## src/rtl/pipeline_ctrl_pkg.sv

```systemverilog
// Shared types for the pipeline sequencer: FSM state encoding and the per-latch
// enable/flush pair.
package pipeline_ctrl_pkg;

    typedef enum logic [1:0] {
        RUN,
        HALT_DRAIN,
        HALTED
    } pipe_state_t;

    typedef struct packed {
        logic en;
        logic flush;
    } pipe_ctl_t;

    // A flushed latch must not also load, so flush masks the enable.
    function automatic logic ctl_en(pipe_ctl_t c);
        return c.en & ~c.flush;
    endfunction

endpackage

```

## src/rtl/pipeline_ctrl_if.sv

```systemverilog
// Datapath <-> sequencer bundle: hazard/cache status in, latch and PC controls out.
interface pipeline_ctrl_if #(
    parameter int REG_W = 5,
    parameter int CNT_W = 16
);
    logic             ihit;
    logic             dhit;
    logic             dREN_MEM;
    logic             dWEN_MEM;
    logic             memtoReg_EX;
    logic [REG_W-1:0] Wsel_EX;
    logic [REG_W-1:0] rs_ID;
    logic [REG_W-1:0] rt_ID;
    logic             uses_rt_ID;
    logic             redirect_MEM;
    logic             halt_MEM;

    logic             pc_en;
    logic             ifid_en;
    logic             idex_en;
    logic             exmem_en;
    logic             memwb_en;
    logic             ifid_flush;
    logic             idex_flush;
    logic             exmem_flush;
    logic             memwb_flush;
    logic             dmem_req;
    logic             halt;
    logic [CNT_W-1:0] stall_count;

    modport master (
        output ihit, dhit, dREN_MEM, dWEN_MEM, memtoReg_EX, Wsel_EX, rs_ID, rt_ID,
               uses_rt_ID, redirect_MEM, halt_MEM,
        input  pc_en, ifid_en, idex_en, exmem_en, memwb_en, ifid_flush, idex_flush,
               exmem_flush, memwb_flush, dmem_req, halt, stall_count
    );

    modport slave (
        input  ihit, dhit, dREN_MEM, dWEN_MEM, memtoReg_EX, Wsel_EX, rs_ID, rt_ID,
               uses_rt_ID, redirect_MEM, halt_MEM,
        output pc_en, ifid_en, idex_en, exmem_en, memwb_en, ifid_flush, idex_flush,
               exmem_flush, memwb_flush, dmem_req, halt, stall_count
    );
endinterface

```

## src/rtl/pipeline_ctrl_load_use_detect.sv

```systemverilog
// Load-use hazard: the load in EX writes a register the ID instruction reads.
module load_use_detect #(
    parameter int REG_W      = 5,
    parameter bit LOADUSE_EN = 1'b1
) (
    input  logic             memtoReg_EX_i,
    input  logic [REG_W-1:0] Wsel_EX_i,
    input  logic [REG_W-1:0] rs_ID_i,
    input  logic [REG_W-1:0] rt_ID_i,
    input  logic             uses_rt_ID_i,
    output logic             stall_lu_o
);
    logic src_match;

    // $zero is never a real dependency, hence the nonzero test.
    assign src_match  = (Wsel_EX_i == rs_ID_i) | (uses_rt_ID_i & (Wsel_EX_i == rt_ID_i));
    assign stall_lu_o = LOADUSE_EN & memtoReg_EX_i & (Wsel_EX_i != '0) & src_match;
endmodule

```

## src/rtl/pipeline_ctrl.sv

```systemverilog
// Pipeline sequencer: latch enables/flushes, PC enable, D-cache request gating,
// halt drain and a saturating stall counter.
module pipeline_ctrl
    import pipeline_ctrl_pkg::*;
#(
    parameter int REG_W      = 5,
    parameter int CNT_W      = 16,
    parameter bit LOADUSE_EN = 1'b1
) (
    input  logic            CLK,
    input  logic            RST,
    pipeline_ctrl_if.slave  bus
);
    pipe_state_t      state_q, state_d;
    logic             dmem_done_q, dmem_done_d;
    logic             halt_q;
    logic [CNT_W-1:0] cnt_q, cnt_d;
    logic             memop, dok, adv, stall_lu, pc_en_c;
    pipe_ctl_t        ifid_c, idex_c, exmem_c, memwb_c;

    assign memop = bus.dREN_MEM | bus.dWEN_MEM;
    assign dok   = ~memop | bus.dhit | dmem_done_q;
    assign adv   = bus.ihit & dok;

    load_use_detect #(
        .REG_W      (REG_W),
        .LOADUSE_EN (LOADUSE_EN)
    ) u_load_use (
        .memtoReg_EX_i (bus.memtoReg_EX),
        .Wsel_EX_i     (bus.Wsel_EX),
        .rs_ID_i       (bus.rs_ID),
        .rt_ID_i       (bus.rt_ID),
        .uses_rt_ID_i  (bus.uses_rt_ID),
        .stall_lu_o    (stall_lu)
    );

    always_comb begin
        // NOTE: every output of this block gets a default first so no path infers a latch.
        state_d     = state_q;
        dmem_done_d = dmem_done_q;
        cnt_d       = cnt_q;
        pc_en_c     = 1'b0;
        ifid_c      = '0;
        idex_c      = '0;
        exmem_c     = '0;
        memwb_c     = '0;

        // Remember a dhit that arrives while an I-miss holds the pipe.
        if (adv)                    dmem_done_d = 1'b0;
        else if (memop && bus.dhit) dmem_done_d = 1'b1;

        unique case (state_q)
            RUN: begin
                if (!adv) begin
                    memwb_c.flush = 1'b1;
                end else if (bus.halt_MEM) begin
                    memwb_c.en    = 1'b1;
                    ifid_c.flush  = 1'b1;
                    idex_c.flush  = 1'b1;
                    exmem_c.flush = 1'b1;
                    state_d       = HALT_DRAIN;
                end else if (bus.redirect_MEM) begin
                    ifid_c        = '{en: 1'b1, flush: 1'b1};
                    idex_c        = '{en: 1'b1, flush: 1'b1};
                    exmem_c       = '{en: 1'b1, flush: 1'b1};
                    memwb_c.en    = 1'b1;
                    pc_en_c       = 1'b1;
                end else if (stall_lu) begin
                    idex_c.flush  = 1'b1;
                    exmem_c.en    = 1'b1;
                    memwb_c.en    = 1'b1;
                end else begin
                    ifid_c.en     = 1'b1;
                    idex_c.en     = 1'b1;
                    exmem_c.en    = 1'b1;
                    memwb_c.en    = 1'b1;
                    pc_en_c       = 1'b1;
                end
            end
            HALT_DRAIN: state_d = HALTED;
            HALTED:     state_d = HALTED;
            default:    state_d = RUN;
        endcase

        if (state_q == RUN && !pc_en_c && cnt_q != '1) cnt_d = cnt_q + 1'b1;

        if (RST) begin
            pc_en_c = 1'b0;
            ifid_c  = '{en: 1'b0, flush: 1'b1};
            idex_c  = '{en: 1'b0, flush: 1'b1};
            exmem_c = '{en: 1'b0, flush: 1'b1};
            memwb_c = '{en: 1'b0, flush: 1'b1};
        end
    end

    always_ff @(posedge CLK or posedge RST) begin
        // NOTE: state registers use non-blocking assignments so all flops update together.
        if (RST) begin
            state_q     <= RUN;
            dmem_done_q <= 1'b0;
            halt_q      <= 1'b0;
            cnt_q       <= '0;
        end else begin
            state_q     <= state_d;
            dmem_done_q <= dmem_done_d;
            halt_q      <= (state_d == HALTED);
            cnt_q       <= cnt_d;
        end
    end

    assign bus.pc_en       = pc_en_c;
    assign bus.ifid_en     = ctl_en(ifid_c);
    assign bus.idex_en     = ctl_en(idex_c);
    assign bus.exmem_en    = ctl_en(exmem_c);
    assign bus.memwb_en    = ctl_en(memwb_c);
    assign bus.ifid_flush  = ifid_c.flush;
    assign bus.idex_flush  = idex_c.flush;
    assign bus.exmem_flush = exmem_c.flush;
    assign bus.memwb_flush = memwb_c.flush;
    assign bus.dmem_req    = memop & ~dmem_done_q;
    assign bus.halt        = halt_q;
    assign bus.stall_count = cnt_q;
endmodule
```

## src/flat_wrapper.sv

```systemverilog
// flat-port wrapper written by rule: the top's interface ports become plain ports
module pipeline_ctrl_flat import pipeline_ctrl_pkg::*;
#(
    parameter int REG_W      = 5,
    parameter int CNT_W      = 16,
    parameter bit LOADUSE_EN = 1'b1
)
  (CLK, RST, bus_ihit, bus_dhit, bus_dREN_MEM, bus_dWEN_MEM, bus_memtoReg_EX, bus_Wsel_EX, bus_rs_ID, bus_rt_ID, bus_uses_rt_ID, bus_redirect_MEM, bus_halt_MEM, bus_pc_en, bus_ifid_en, bus_idex_en, bus_exmem_en, bus_memwb_en, bus_ifid_flush, bus_idex_flush, bus_exmem_flush, bus_memwb_flush, bus_dmem_req, bus_halt, bus_stall_count);
  pipeline_ctrl_if #(.REG_W(REG_W), .CNT_W(CNT_W)) bus_i ();
  input  logic CLK;
  input  logic RST;
  input wire logic [$bits(bus_i.ihit)-1:0] bus_ihit;
  input wire logic [$bits(bus_i.dhit)-1:0] bus_dhit;
  input wire logic [$bits(bus_i.dREN_MEM)-1:0] bus_dREN_MEM;
  input wire logic [$bits(bus_i.dWEN_MEM)-1:0] bus_dWEN_MEM;
  input wire logic [$bits(bus_i.memtoReg_EX)-1:0] bus_memtoReg_EX;
  input wire logic [$bits(bus_i.Wsel_EX)-1:0] bus_Wsel_EX;
  input wire logic [$bits(bus_i.rs_ID)-1:0] bus_rs_ID;
  input wire logic [$bits(bus_i.rt_ID)-1:0] bus_rt_ID;
  input wire logic [$bits(bus_i.uses_rt_ID)-1:0] bus_uses_rt_ID;
  input wire logic [$bits(bus_i.redirect_MEM)-1:0] bus_redirect_MEM;
  input wire logic [$bits(bus_i.halt_MEM)-1:0] bus_halt_MEM;
  output wire logic [$bits(bus_i.pc_en)-1:0] bus_pc_en;
  output wire logic [$bits(bus_i.ifid_en)-1:0] bus_ifid_en;
  output wire logic [$bits(bus_i.idex_en)-1:0] bus_idex_en;
  output wire logic [$bits(bus_i.exmem_en)-1:0] bus_exmem_en;
  output wire logic [$bits(bus_i.memwb_en)-1:0] bus_memwb_en;
  output wire logic [$bits(bus_i.ifid_flush)-1:0] bus_ifid_flush;
  output wire logic [$bits(bus_i.idex_flush)-1:0] bus_idex_flush;
  output wire logic [$bits(bus_i.exmem_flush)-1:0] bus_exmem_flush;
  output wire logic [$bits(bus_i.memwb_flush)-1:0] bus_memwb_flush;
  output wire logic [$bits(bus_i.dmem_req)-1:0] bus_dmem_req;
  output wire logic [$bits(bus_i.halt)-1:0] bus_halt;
  output wire logic [$bits(bus_i.stall_count)-1:0] bus_stall_count;
  assign bus_i.ihit = bus_ihit;
  assign bus_i.dhit = bus_dhit;
  assign bus_i.dREN_MEM = bus_dREN_MEM;
  assign bus_i.dWEN_MEM = bus_dWEN_MEM;
  assign bus_i.memtoReg_EX = bus_memtoReg_EX;
  assign bus_i.Wsel_EX = bus_Wsel_EX;
  assign bus_i.rs_ID = bus_rs_ID;
  assign bus_i.rt_ID = bus_rt_ID;
  assign bus_i.uses_rt_ID = bus_uses_rt_ID;
  assign bus_i.redirect_MEM = bus_redirect_MEM;
  assign bus_i.halt_MEM = bus_halt_MEM;
  assign bus_pc_en = bus_i.pc_en;
  assign bus_ifid_en = bus_i.ifid_en;
  assign bus_idex_en = bus_i.idex_en;
  assign bus_exmem_en = bus_i.exmem_en;
  assign bus_memwb_en = bus_i.memwb_en;
  assign bus_ifid_flush = bus_i.ifid_flush;
  assign bus_idex_flush = bus_i.idex_flush;
  assign bus_exmem_flush = bus_i.exmem_flush;
  assign bus_memwb_flush = bus_i.memwb_flush;
  assign bus_dmem_req = bus_i.dmem_req;
  assign bus_halt = bus_i.halt;
  assign bus_stall_count = bus_i.stall_count;
  pipeline_ctrl #(.REG_W(REG_W), .CNT_W(CNT_W), .LOADUSE_EN(LOADUSE_EN)) u_core (.CLK(CLK), .RST(RST), .bus(bus_i));
endmodule
```

## config.mk

```make
export PLATFORM = sky130hd
export DESIGN_NAME = pipeline_ctrl_flat
export DESIGN_NICKNAME = d
export VERILOG_FILES = /design/src/rtl/pipeline_ctrl_pkg.sv /design/src/rtl/pipeline_ctrl_if.sv /design/src/rtl/pipeline_ctrl_load_use_detect.sv /design/src/rtl/pipeline_ctrl.sv /design/src/flat_wrapper.sv
export SDC_FILE = /design/constraint.sdc
export NUM_CORES = 1
export LEC_CHECK = 0
export CORE_MARGIN = 3
export CORE_UTILIZATION = 43
export CTS_BUF_LIST = sky130_fd_sc_hd__clkbuf_2
export CTS_CLUSTER_DIAMETER = 60
export DETAILED_ROUTE_END_ITERATION = 10
export PLACE_DENSITY = 0.8
export REMOVE_ABC_BUFFERS = 1
export SYNTH_ARGS = -nofsm -noshare
export SYNTH_HDL_FRONTEND = slang
export SYNTH_SLANG_ARGS = --single-unit
```

## constraint.sdc

```tcl
create_clock -name CLK -period 2.5 [get_ports CLK]
set_input_delay 0.375 -clock CLK [delete_from_list [all_inputs] [get_ports CLK]]
set_output_delay 0.375 -clock CLK [all_outputs]
set_load 0.01 [all_outputs]
```

# --- Word level (Yosys, flattened, before mapping) ---
# Index checks and enable logic that the tools add are counted.
word_totals:
  out_inout_bits: 27
  wordCells: 69
  ff_bits: 20
classes:
  add_sub_neg: 1
  n_bitwise: 19
  n_eq_ne: 6
  muxes: 31
  reduce_logical: 8
ops:
  columns: ["cell", "count"]
  rows:
  - ["2-bit 2-to-1 mux", 14]
  - ["16-bit by 1-bit adder with 16-bit output, second input constant", 1]
  - ["1-bit 2-to-1 mux", 16]
  - ["16-bit inequality test, second input constant", 1]
  - ["5-bit equality test", 2]
  - ["1-bit bitwise AND", 9]
  - ["1-bit inverter", 6]
  - ["5-bit nonzero test", 1]
  - ["2-bit equality test, second input constant", 2]
  - ["1-bit bitwise OR", 4]
  - ["2-bit one-hot mux with 2 select lines", 1]
  - ["1-bit logical AND", 3]
  - ["2-bit by 1-bit equality test with 1-bit output, second input constant", 1]
  - ["2-bit zero test", 1]
  - ["2-bit nonzero test", 1]
  - ["2-bit OR reduction", 1]
  - ["1-bit zero test", 1]

# --- Longest topological paths before layout ---
# Gate-level depths: netlist of the first run.
depth:
  ltp_word: 12
  mapped_depth: 8

# --- Hierarchy ---
# A second synthesis of the first run with hierarchy kept.
hier_totals:
  hier_cells: 119
  hier_area_um2: 1207.4
modules_own_cells:
  columns: ["module", "n_inst", "cells_per_inst", "seq_area_each_um2", "area_each_um2"]
  rows:
  - ["pipeline_ctrl", 1, 102, 500.5, 1074.8]
  - ["load_use_detect", 1, 17, 0.0, 132.6]

# --- Least setup slack after synthesis of the first run ---
# Ideal clock, no wire load.
synth_timing:
  kind: "input to output"
  from: "input bus_Wsel_EX[1]"
  to: "output bus_pc_en"
  n_path_buf: 0
  t_arrival_ps: 1696
  t_required_ps: 2125
  path_slack_ps: 429
  stages: 4
  path_cell_list: "or4_2 o21ai_0 or2_2 o211a_1"
synth_between:
  elab_chain_cells: 10
  word_cells_on_any_way: 13
  classes_between: "eq/ne: 2; mux: 6; bitwise: 4; reduce/logical: 1"
synth_rtl:
  columns: ["item", "line", "rtl"]
  rows:
  - ["start: declaration", "flat_wrapper.sv:17", "input wire logic [$bits(bus_i.Wsel_EX)-1:0] bus_Wsel_EX;"]
  - ["5-bit equality test", "pipeline_ctrl_load_use_detect.sv:16", "assign src_match = (Wsel_EX_i == rs_ID_i) | (uses_rt_ID_i & (Wsel_EX_i == rt_ID_i));"]
  - ["1-bit bitwise AND", "pipeline_ctrl_load_use_detect.sv:16", null]
  - ["1-bit bitwise OR", "pipeline_ctrl_load_use_detect.sv:16", null]
  - ["1-bit bitwise AND (*)", "pipeline_ctrl_load_use_detect.sv:17", "assign stall_lu_o = LOADUSE_EN & memtoReg_EX_i & (Wsel_EX_i != '0) & src_match;"]
  - ["1-bit 2-to-1 mux (*)", "pipeline_ctrl.sv:68", "end else if (stall_lu) begin"]
  - ["1-bit 2-to-1 mux (*)", "pipeline_ctrl.sv:62", "end else if (bus.redirect_MEM) begin"]
  - ["1-bit 2-to-1 mux (*)", "pipeline_ctrl.sv:56", "end else if (bus.halt_MEM) begin"]
  - ["1-bit 2-to-1 mux (*)", "pipeline_ctrl.sv:54", "if (!adv) begin"]
  - ["1-bit 2-to-1 mux (*)", "pipeline_ctrl.sv:52", "unique case (state_q)"]
  - ["1-bit 2-to-1 mux (*)", "pipeline_ctrl.sv:87", "if (RST) begin"]
  - ["end: declaration", "flat_wrapper.sv:23", "output wire logic [$bits(bus_i.pc_en)-1:0] bus_pc_en;"]
# Mark *: on every way between the ends. The rest lies on a longest branch, timed or not.

# --- Final worst setup path of the first run ---
layout_timing:
  from: "input bus_Wsel_EX[2]"
  to: "output bus_pc_en"
# The elaborated chain is that of the path after synthesis.

==> flow_summary.yaml, run 1 <==
status:
  status: "completed"
timing:
  worst_slew_pin_slew_ns: 0.491
  period_minus_slack_ns: 2.43
  slew_headroom_pct: 67.0
  fmax_mhz: 412
  post-route-period-util_pct: 97.1
  finalSetupViolations: 0
  setup_slack_ns: 0.0719
  maxSlewViolCount: 0
  hold_violations: 0
  fin_skew_ns: 0.00986
  rsz0062_at_grt: "false"
synthesis:
  avgSynthCellArea_um2: 9.74
  yosys_warnings: 0
  synth_top_area_share_pct: 42.5
  synthCells: 121
  synth-seq-cells: 20
  synth.most_common_cell: "dfrtp_1"
  ys_seq_area_share_pct: 42.5
  synthDistinctLibCells: 34
  synth_ff_type: "dfrtp_1"
  syn_area_um2: 1180
  synthArstFlopShare_pct: 100
  synth_top_area_cell: "dfrtp_1"
  synth_area_leaders: "dfrtp_1, xnor2_1, xor2_1"
  synth-edff-count: 0
  netlist_top_cells_count: "dfrtp_1, xnor2_1, nand2_1"
cells_and_area:
  area_growth_pct: 58.5
  drive_above_1_share_pct: 16.0
  diodes: 0
  seq_area_um2: 500
  multi_input_area_um2: 659
  final_nets: 215
  final_area_um2: 1870
  post-route-util_pct: 73.4
  n_fill_cell: 189
worst_setup_path:
  timing.rr.end: "u_core.bus.stall_count[1]"
  startpoint: "bus_Wsel_EX[2]"
  setup.worst_path.start_class: "primary input"
  crit_type: "primary input to primary output"
  reg2reg_from: "u_core.bus.stall_count[5]"
  cp.required_ns: 2.12
  r2r_slack_ns: 0.57
  arrival_ns: 2.05
  rr_worst_depth: 5
  crit_path_end_kind: "primary output"
  crit_fanout: 4
grt:
  grtUsageTotal_pct: 18.7
  antenna_found_initial: 0
  grt_pass1_vias: 1194
  grt_max_degree: 21
  grt_pass1_wl_mm: 5.03
  grt_overflow: 0
clock_network:
  cts_tree: "yes"
  hold_buffers: 0
  cts_buffers: 3
  clk_latency_ns: 0.33
  cts.clk_slew.worst_paths_ns: 0.20
  cts_buffer_depth: 2
  clock-sinks: 20
  h-tree-depth: 1
  cts_root_buf: "clkbuf_2"
  post_cts_buffers: 0
power_and_ir_drop:
  power_density_nw_per_um2: 691
  peakVddDrop_uv: 673
  power_leakage_nw: 0.852
floorplan:
  core-area_um2: 2540
  die-height_um: 58.4
  num_rows: 18
  die-area_um2: 3410
  die_w_um: 58.4
  io_pins: 52
  start_util_pct: 46.3
placed_design:
  place_ws_ns: -0.471
  placed_area_um2: 1810
  numPortBuffers: 51
  dp_hpwl_mm: 2.44
  routabilityCongestion: 0.852
drt:
  firstDrtPassIters: 4
  routedWlPerCell_um: 13.6
  initialDrtViolationCount: 40
  drc: 0
  drt-total-wl_mm: 2.95
  drt-vias-per-instance: 5.17
  detail-route-antenna-nets: 0
  via_count: 1121
job:
  max_cap_viol_count: 0
worst_hold_path:
  worstHoldPathType: "primary input to asynchronous set/reset pin"
[layout by cell type, fill, tap and decap left out, drive strengths merged, types with 2 or more instances in the layout]
master and count:
xor2 9, ha 2, clkbuf 3, xnor2 13, and2 2, o21ai 4, and3 2, buf 17
nand4 7, dlymetal6s2s 5, nand3 5, nand2 10, nor3 7, a21oi 4, clkdlybuf4s50 41, nor4 2
dfrtp 20, inv 6, mux2 2, nor2 9
[metrics by stage]
stage | hold WS [ns] | setup TNS, ns | instances | total power, mW
CTS | 0.455 | 0 | 217 | 1.30
global placement | 0.482 | -2.16 | 213 | 1.04
floorplan | 0.351 | 0 | 119 | 0.752
detailed placement | 0.493 | -4.04 | 213 | 1.06
finish | 0.490 | 0 | 217 | 1.29
global route | 0.513 | 0 | 217 | 1.38
[how the worst max path moves through the flow]
stage / cells past startpoint / endpoint
CTS: 6 / bus_exmem_en
global placement: 6 / bus_pc_en
detailed placement: 8 / bus_idex_flush
floorplan: 6 / u_core.bus.stall_count[1]
finish: 8 / bus_pc_en
global route: 8 / bus_pc_en
[what timing repair did]
action | CTS | global route
pin swaps | 3 | 4
gates resized for setup | 22 | 8
setup endpoints to repair | 6 | 7
[per-layer routing]
metal	routed length, um	vias to the layer above	part of all wire [%]	global-route usage (%)
met5	0	-	0	0
met4	74	0	2.5	5.63
met3	128	6	4.3	3.73
met2	1550	29	53	34.1
met1	1200	525	40	21.8
li1	-	561	-	-
[power by group]
group / switching, mW / internal, mW / leakage (nW) / total [mW]
clock: 0.105 / 0.138 / 0.0266 / 0.243
combinational: 0.253 / 0.331 / 0.563 / 0.585
sequential: 0.0678 / 0.395 / 0.263 / 0.463
[cells by family after synthesis]
logic type	after synthesis	share of synthesized area [%]
simple gates	52	23.2
xor+xnor	22	16.3
flops	20	42.5
compound gates	15	10.1
buf+inv	8	3.50
mux	2	2.23
fa+ha+maj	2	2.12
[registers in the layout (all words and copies together), names as in the netlist]
register	cells
u_core.bus.halt	1
u_core.bus.stall_count	16
u_core.state_q	2
u_core.dmem_done_q	1
[worst max-delay path, stage by stage]
cell             delay, ns
clkdlybuf4s50_1       0.45
buf_4                 0.16
xor2_1                0.15
nor3_1                0.18
a32oi_1               0.11
or2_4                 0.28
o211a_1               0.20
buf_2                 0.14
[cell type report]
cell class                      instances  area share [%]
Sequential cell                        20            26.8
Tap cell                               30            2.01
Clock inverter                          1            1.61
Clock buffer                            3           0.804
Inverter                                6            1.21
Timing Repair Buffer                   64            32.3
Multi-Input combinational cell         93            35.3
Power figures use the tool's default switching activity.
==> run 2, diff against run 1 <==
Settings changed: ABC_AREA set to 1, CORE_MARGIN 3 to 5, CORE_UTILIZATION 43 to 46.
==> flow_summary.yaml, run 2 <==
timing:
  fin_skew_ns: 0.0235
  setup_slack_ns: 0.168
  finalSetupViolations: 0
  hold_violations: 0
  setup_tns_ns: 0
  period_minus_slack_ns: 2.33
  worst_slew_pin_slew_ns: 0.360
  post-route-period-util_pct: 93.3
  whs_ns: 0.443
  maxSlewViolCount: 0
  slew_headroom_pct: 75.8
  fmax_mhz: 429
cells_and_area:
  area_growth_pct: 43.1
  multi_input_area_um2: 825
  layout_common_cells: "nand2_1, clkdlybuf4s50_1, nor2_1, inv_1, dfrtp_1"
  seq_area_um2: 500
  n_fill_cell: 273
  largest_reg_flops: 16
  final_nets: 307
  post-route-util_pct: 68.5
  layout_commonest_cell: "nand2_1"
  drive_above_1_share_pct: 10.8
  diodes: 0
job:
  max_cap_viol_count: 0
clock_network:
  cts_tree: "yes"
  clock-sinks: 20
  cts_buffer_depth: 2
  cts_root_buf: "clkbuf_2"
  cts_buffers: 3
  cts.clk_slew.worst_paths_ns: 0.20
  h-tree-depth: 1
  hold_buffers: 0
  clk_latency_ns: 0.32
placed_design:
  dp_hpwl_mm: 3.07
  place_ws_ns: -0.148
  numPortBuffers: 51
  routabilityCongestion: 0.864
drt:
  drc: 0
  routedWlPerCell_um: 12.0
  firstDrtPassIters: 4
  initialDrtViolationCount: 116
  via_count: 1572
  drt-vias-per-instance: 4.88
  drt-total-wl_mm: 3.86
  detail-route-antenna-nets: 0
grt:
  antenna_found_initial: 0
  grt_overflow: 0
  grt_pass1_vias: 1527
  grt_pass1_wl_mm: 6.58
  grt_max_degree: 20
  grtUsageTotal_pct: 18.9
synthesis:
  yosys_warnings: 0
  synth_area_leaders: "dfrtp_1, nand2_1, nand4_1"
  synth_ff_type: "dfrtp_1"
  netlist_top_cells_count: "nand2_1, nor2_1, inv_1"
  synthDistinctLibCells: 24
  synthCells: 219
  synth-edff-count: 0
  synth_top_area_cell: "dfrtp_1"
  avgSynthCellArea_um2: 6.67
  syn_area_um2: 1460
  ys_seq_area_share_pct: 34.2
  synthArstFlopShare_pct: 100
  synth_top_area_share_pct: 34.2
  synth.most_common_cell: "nand2_1"
  synth-seq-cells: 20
worst_setup_path:
  crit_slowest_cell: "clkdlybuf4s50_1"
  crit_type: "primary input to primary output"
  crit_family: "buffers and inverters"
  worstSetupPathDepth: 10
  crit_fanout: 4
  max_stage_delay_ns: 0.49
  startpoint: "bus_dREN_MEM"
  crit_path_end: "bus_idex_flush"
  crit_buf_inv: 2
  cp.required_ns: 2.12
  arrival_ns: 1.96
  rr_worst_depth: 9
  timing.rr.end: "u_core.bus.stall_count[2]"
  cp_common_cell: "nand2_1"
  crit_chain: "clkdlybuf4s50_1 > nor2_2 > nor2_1 > nand2_1 > nand2_1 > nor2_2 > o21ai_0 > nand2_1 > a31o_2 > dlygate4sd2_1"
  setup.worst_path.start_class: "primary input"
  crit_path_end_kind: "primary output"
  reg2reg_from: "u_core.bus.stall_count[0]"
  r2r_slack_ns: 0.38
power_and_ir_drop:
  peakVddDrop_uv: 253
  power_density_nw_per_um2: 272
  power_leakage_nw: 1.06
floorplan:
  die_w_um: 66.4
  die-area_um2: 4400
  num_rows: 20
  core-area_um2: 3050
  start_util_pct: 47.9
  io_pins: 52
  die-height_um: 66.4
status:
  status: "completed"
worst_hold_path:
  worstHoldPathType: "primary input to asynchronous set/reset pin"
[run 2: cells by family (layout without fill, tap and decap cells)]
kind of cell             after synthesis  count (layout)  share of synthesized area (%)
buffers and inverters                 34              93                           9.67
flip-flops                            20              20                           34.2
AND/OR/NAND/NOR                      145             145                           44.3
adder cells (fa/ha/maj)                2               2                           1.71
XOR/XNOR                              14              14                           8.39
AO/OA/AOI/OAI                          4               4                           1.71
[run 2: worst min-delay path by stage]
| stage | start | end |
|---|---|---|
| 2_1_floorplan | RST | u_core.bus.halt |
| 3_3_place_gp | u_core.bus.stall_count[15] | u_core.bus.stall_count[15] |
| 3_5_place_dp | u_core.bus.stall_count[15] | u_core.bus.stall_count[15] |
| 4_1_cts | RST | u_core.bus.stall_count[13] |
| 5_1_grt | RST | u_core.state_q[0] |
| 6_report | RST | u_core.bus.stall_count[9] |
[run 2: metal layers]
layer	global-route usage (%)	part of all wire [%]	wire length, um
met1	25.2	45	1740
met2	29.9	47	1820
met3	5.61	7.2	279
met4	4.82	0.47	18
met5	0	0	0
[run 2: what timing repair did]
action | 4_1_cts | 5_1_grt
endpoints found under the setup margin | 7 | 6
pin swaps | 1 | 1
gates resized for setup | 6 | 7
setup buffers | 1 | 0
[run 2: layout make-up]
cell class	count	share of cell area, %
Clock buffer	3	0.718
Inverter	28	5.03
Multi-Input combinational cell	165	39.4
Sequential cell	20	23.9
Tap cell	44	2.63
Timing Repair Buffer	62	28.2
[run 2: metrics by stage]
stage	instance area, um2	total power [mW]	instances
after detailed placement	2070	0.445	318
after global placement	2070	0.442	318
after global routing	2090	0.604	322
final	2090	0.569	322
after floorplan	1430	0.374	213
after CTS	2090	0.576	322
[run 2: worst min-delay path, stage by stage]
cell and delay (ns):
clkdlybuf4s50_1 0.45, inv_1 0.12, buf_4 0.20
[run 2: power by group]
part / switching (mW) / internal, mW
Combinational: 0.0508 / 0.0623
Sequential: 0.000745 / 0.325
Clock: 0.0973 / 0.0327
Total: 0.149 / 0.420
==> patch (flow settings as in run 1) <==
`CNT_W` is set to 16 in 3 places; all go to 18.
--- a/src/rtl/pipeline_ctrl_if.sv
+++ b/src/rtl/pipeline_ctrl_if.sv
@@ -1,7 +1,7 @@
 // Datapath <-> sequencer bundle: hazard/cache status in, latch and PC controls out.
 interface pipeline_ctrl_if #(
     parameter int REG_W = 5,
-    parameter int CNT_W = 16
+    parameter int CNT_W = 18
 );
     logic             ihit;
     logic             dhit;
--- a/src/rtl/pipeline_ctrl.sv
+++ b/src/rtl/pipeline_ctrl.sv
@@ -4,7 +4,7 @@
     import pipeline_ctrl_pkg::*;
 #(
     parameter int REG_W      = 5,
-    parameter int CNT_W      = 16,
+    parameter int CNT_W      = 18,
     parameter bit LOADUSE_EN = 1'b1
 ) (
     input  logic            CLK,
--- a/src/flat_wrapper.sv
+++ b/src/flat_wrapper.sv
@@ -2,7 +2,7 @@
 module pipeline_ctrl_flat import pipeline_ctrl_pkg::*;
 #(
     parameter int REG_W      = 5,
-    parameter int CNT_W      = 16,
+    parameter int CNT_W      = 18,
     parameter bit LOADUSE_EN = 1'b1
 )
   (CLK, RST, bus_ihit, bus_dhit, bus_dREN_MEM, bus_dWEN_MEM, bus_memtoReg_EX, bus_Wsel_EX, bus_rs_ID, bus_rt_ID, bus_uses_rt_ID, bus_redirect_MEM, bus_halt_MEM, bus_pc_en, bus_ifid_en, bus_idex_en, bus_exmem_en, bus_memwb_en, bus_ifid_flush, bus_idex_flush, bus_exmem_flush, bus_memwb_flush, bus_dmem_req, bus_halt, bus_stall_count);
Interface: changed (resized bus_stall_count); port bits go from 52 to 54. No check against the original RTL was run, so the function may have changed too.
==> patch against run 1 <==
Cell area up 10%; register-to-register slack worse by 0.29 ns; wire length is 14% higher; largest cell class unchanged; total power grew 27%; sequential cell count grew 2; area after synthesis up 14%; critical endpoint is now bus_ifid_flush; first-iteration DRC count is 18% higher; sequential power grew 34%; sequential share of layout area shrank 0.11 points; clock skew decreased by 0.0080 ns; setup slack worse by 0.014 ns.
==> patch: results (changes against run 1) <==
| Metric | Value |
|---|---|
| Synth Warn # | 0 (unchanged) |
| Worst hold slack | 0.496 ns (was 0.490 ns) |
| Initial DRC Count | 47 (was 40) |
| Pin count of the biggest net entering global routing | 18 (was 21) |
| Longest Clk Path Bufs | 2 (unchanged) |
| Clock transition at path regs | 0.18 ns (was 0.20 ns) |
| Rel. slew slack | 0.747 (was 0.670) |
| Status | complete, no violations (unchanged) |
| Routed vias/inst | 5.27 (was 5.17) |
| First-pass GRT wire length | 5350 um (was 5030 um) |
| Synth Area in Adders | 0.0186 (was 0.0212) |
| Crit path DAT | 2.07 ns (was 2.05 ns) |
| Nets | 225 (was 215) |
| Max rail drop VDD | 0.613 mV (was 0.673 mV) |
| Hold Crit Class | input port to async pin (unchanged) |
| Ranking of synthesized cells by area | dfrtp_1 (41%), xor2_1 (17%), nor4_4 (6.3%) (was dfrtp_1 (42%), xnor2_1 (9.7%), xor2_1 (6.7%)) |
| Reg2reg end | u_core.bus.stall_count[11] (was u_core.bus.stall_count[1]) |
| Crit path largest cell delay | 0.53 ns (was 0.45 ns) |
| CP Max Fanout | 3 (was 4) |
| Netlist cell types | 33 (was 34) |
| Syn Area/Cell | 10.4 um2 (was 9.74 um2) |
| GPL Wtd Cong | 0.736 (was 0.852) |
| Synth top cells by count | xor2_1 (26), dfrtp_1 (22), nand2_1 (10) (was dfrtp_1 (20), xnor2_1 (13), nand2_1 (10)) |
| Critical Path Source | bus_dWEN_MEM (was bus_Wsel_EX[2]) |
| Mux cell area share after synthesis | 0.00839 (was 0.0223) |
| Wirelength, routed | 3350 um (was 2950 um) |
| Via count | 1196 (was 1121) |
| Ys async rst share | 1.00 (unchanged) |
| Placed insts | 224 (was 213) |
| DP HPWL | 2690 um (was 2440 um) |
| Layout cell share with drive strength beyond 1 | 0.194 (was 0.160) |
| Flop2flop setup slack | 0.28 ns (was 0.57 ns) |
| Postcts setup bufs | 0 (unchanged) |
| Gr usage total | 0.185 (was 0.187) |
| Port Buffer Count | 53 (was 51) |
| Post-synthesis compound-gate area fraction | 0.0615 (was 0.101) |
| Sequential fraction of the synthesis area | 0.410 (was 0.425) |
| Worst setup path endpoint | bus_ifid_flush (was bus_pc_en) |
| R2r startpoint | u_core.bus.stall_count[0] (was u_core.bus.stall_count[5]) |
| Static Leak | 0.862 nW (was 0.852 nW) |
| Xor/xnor share of the synthesized area | 0.176 (was 0.163) |
| Fin Clk Skew | 0.00187 ns (was 0.00986 ns) |
| Largest register FFs | 18 (was 16) |
| Clock Latency Late Sink | 0.31 ns (was 0.33 ns) |
| R2r worst-path depth | 8 (was 5) |
patch: worst reg2reg max path: cells and delay by family, from the launching register on:
family / cells / cell delay (ns)
AO/OA/AOI/OAI: 1 / 0.35
adder cells (fa/ha/maj): 1 / 0.18
XOR/XNOR: 1 / 0.15
AND/OR/NAND/NOR: 4 / 0.81
buffers and inverters: 1 / 0.19
flip-flops: 1 / 0.45
patch: layout make-up:
class                   count  area (um2)
well taps                  31        38.8
flip-flops and latches     22         551
multi-input cells          99         783
inverters                   4        15.0
repair buffers             68         661
fillers                   214         790
clock buffers               3        15.0
patch: what timing repair did:
| action | CTS | global route |
|---|---|---|
| hold buffers | 0 | 0 |
| pin swaps | 2 | 4 |
| gates resized for setup | 15 | 15 |
| endpoints found under the setup margin | 7 | 13 |
patch: where the power goes:
part | total, mW | switching [mW] | internal (mW)
logic | 0.888 | 0.409 | 0.479
clock network | 0.128 | 0.0956 | 0.0327
registers | 0.619 | 0.140 | 0.479
total | 1.63 | 0.644 | 0.991
patch: through the flow:
| step | area [um2] | TNS, ns | setup slack, ns | util |
|---|---|---|---|---|
| floorplan | 1300 | 0 | 0.224 | - |
| global placement | 2010 | -3.53 | -0.410 | 0.704 |
| detailed placement | 2010 | -4.55 | -0.475 | 0.704 |
| CTS | 2020 | -0.0271 | -0.0129 | 0.708 |
| global route | 2060 | -0.100 | -0.0489 | 0.723 |
| finish | 2060 | 0 | 0.0583 | 0.723 |
patch: layer usage:
layer  wire, um  share of wire  up-vias  track usage
met2       1690           0.50       41        0.335
met5          0              0        -            0
met3        252          0.075        0       0.0413
met1       1420           0.42      567        0.224
li1           -              -      588            -
met4          0              0        0       0.0364
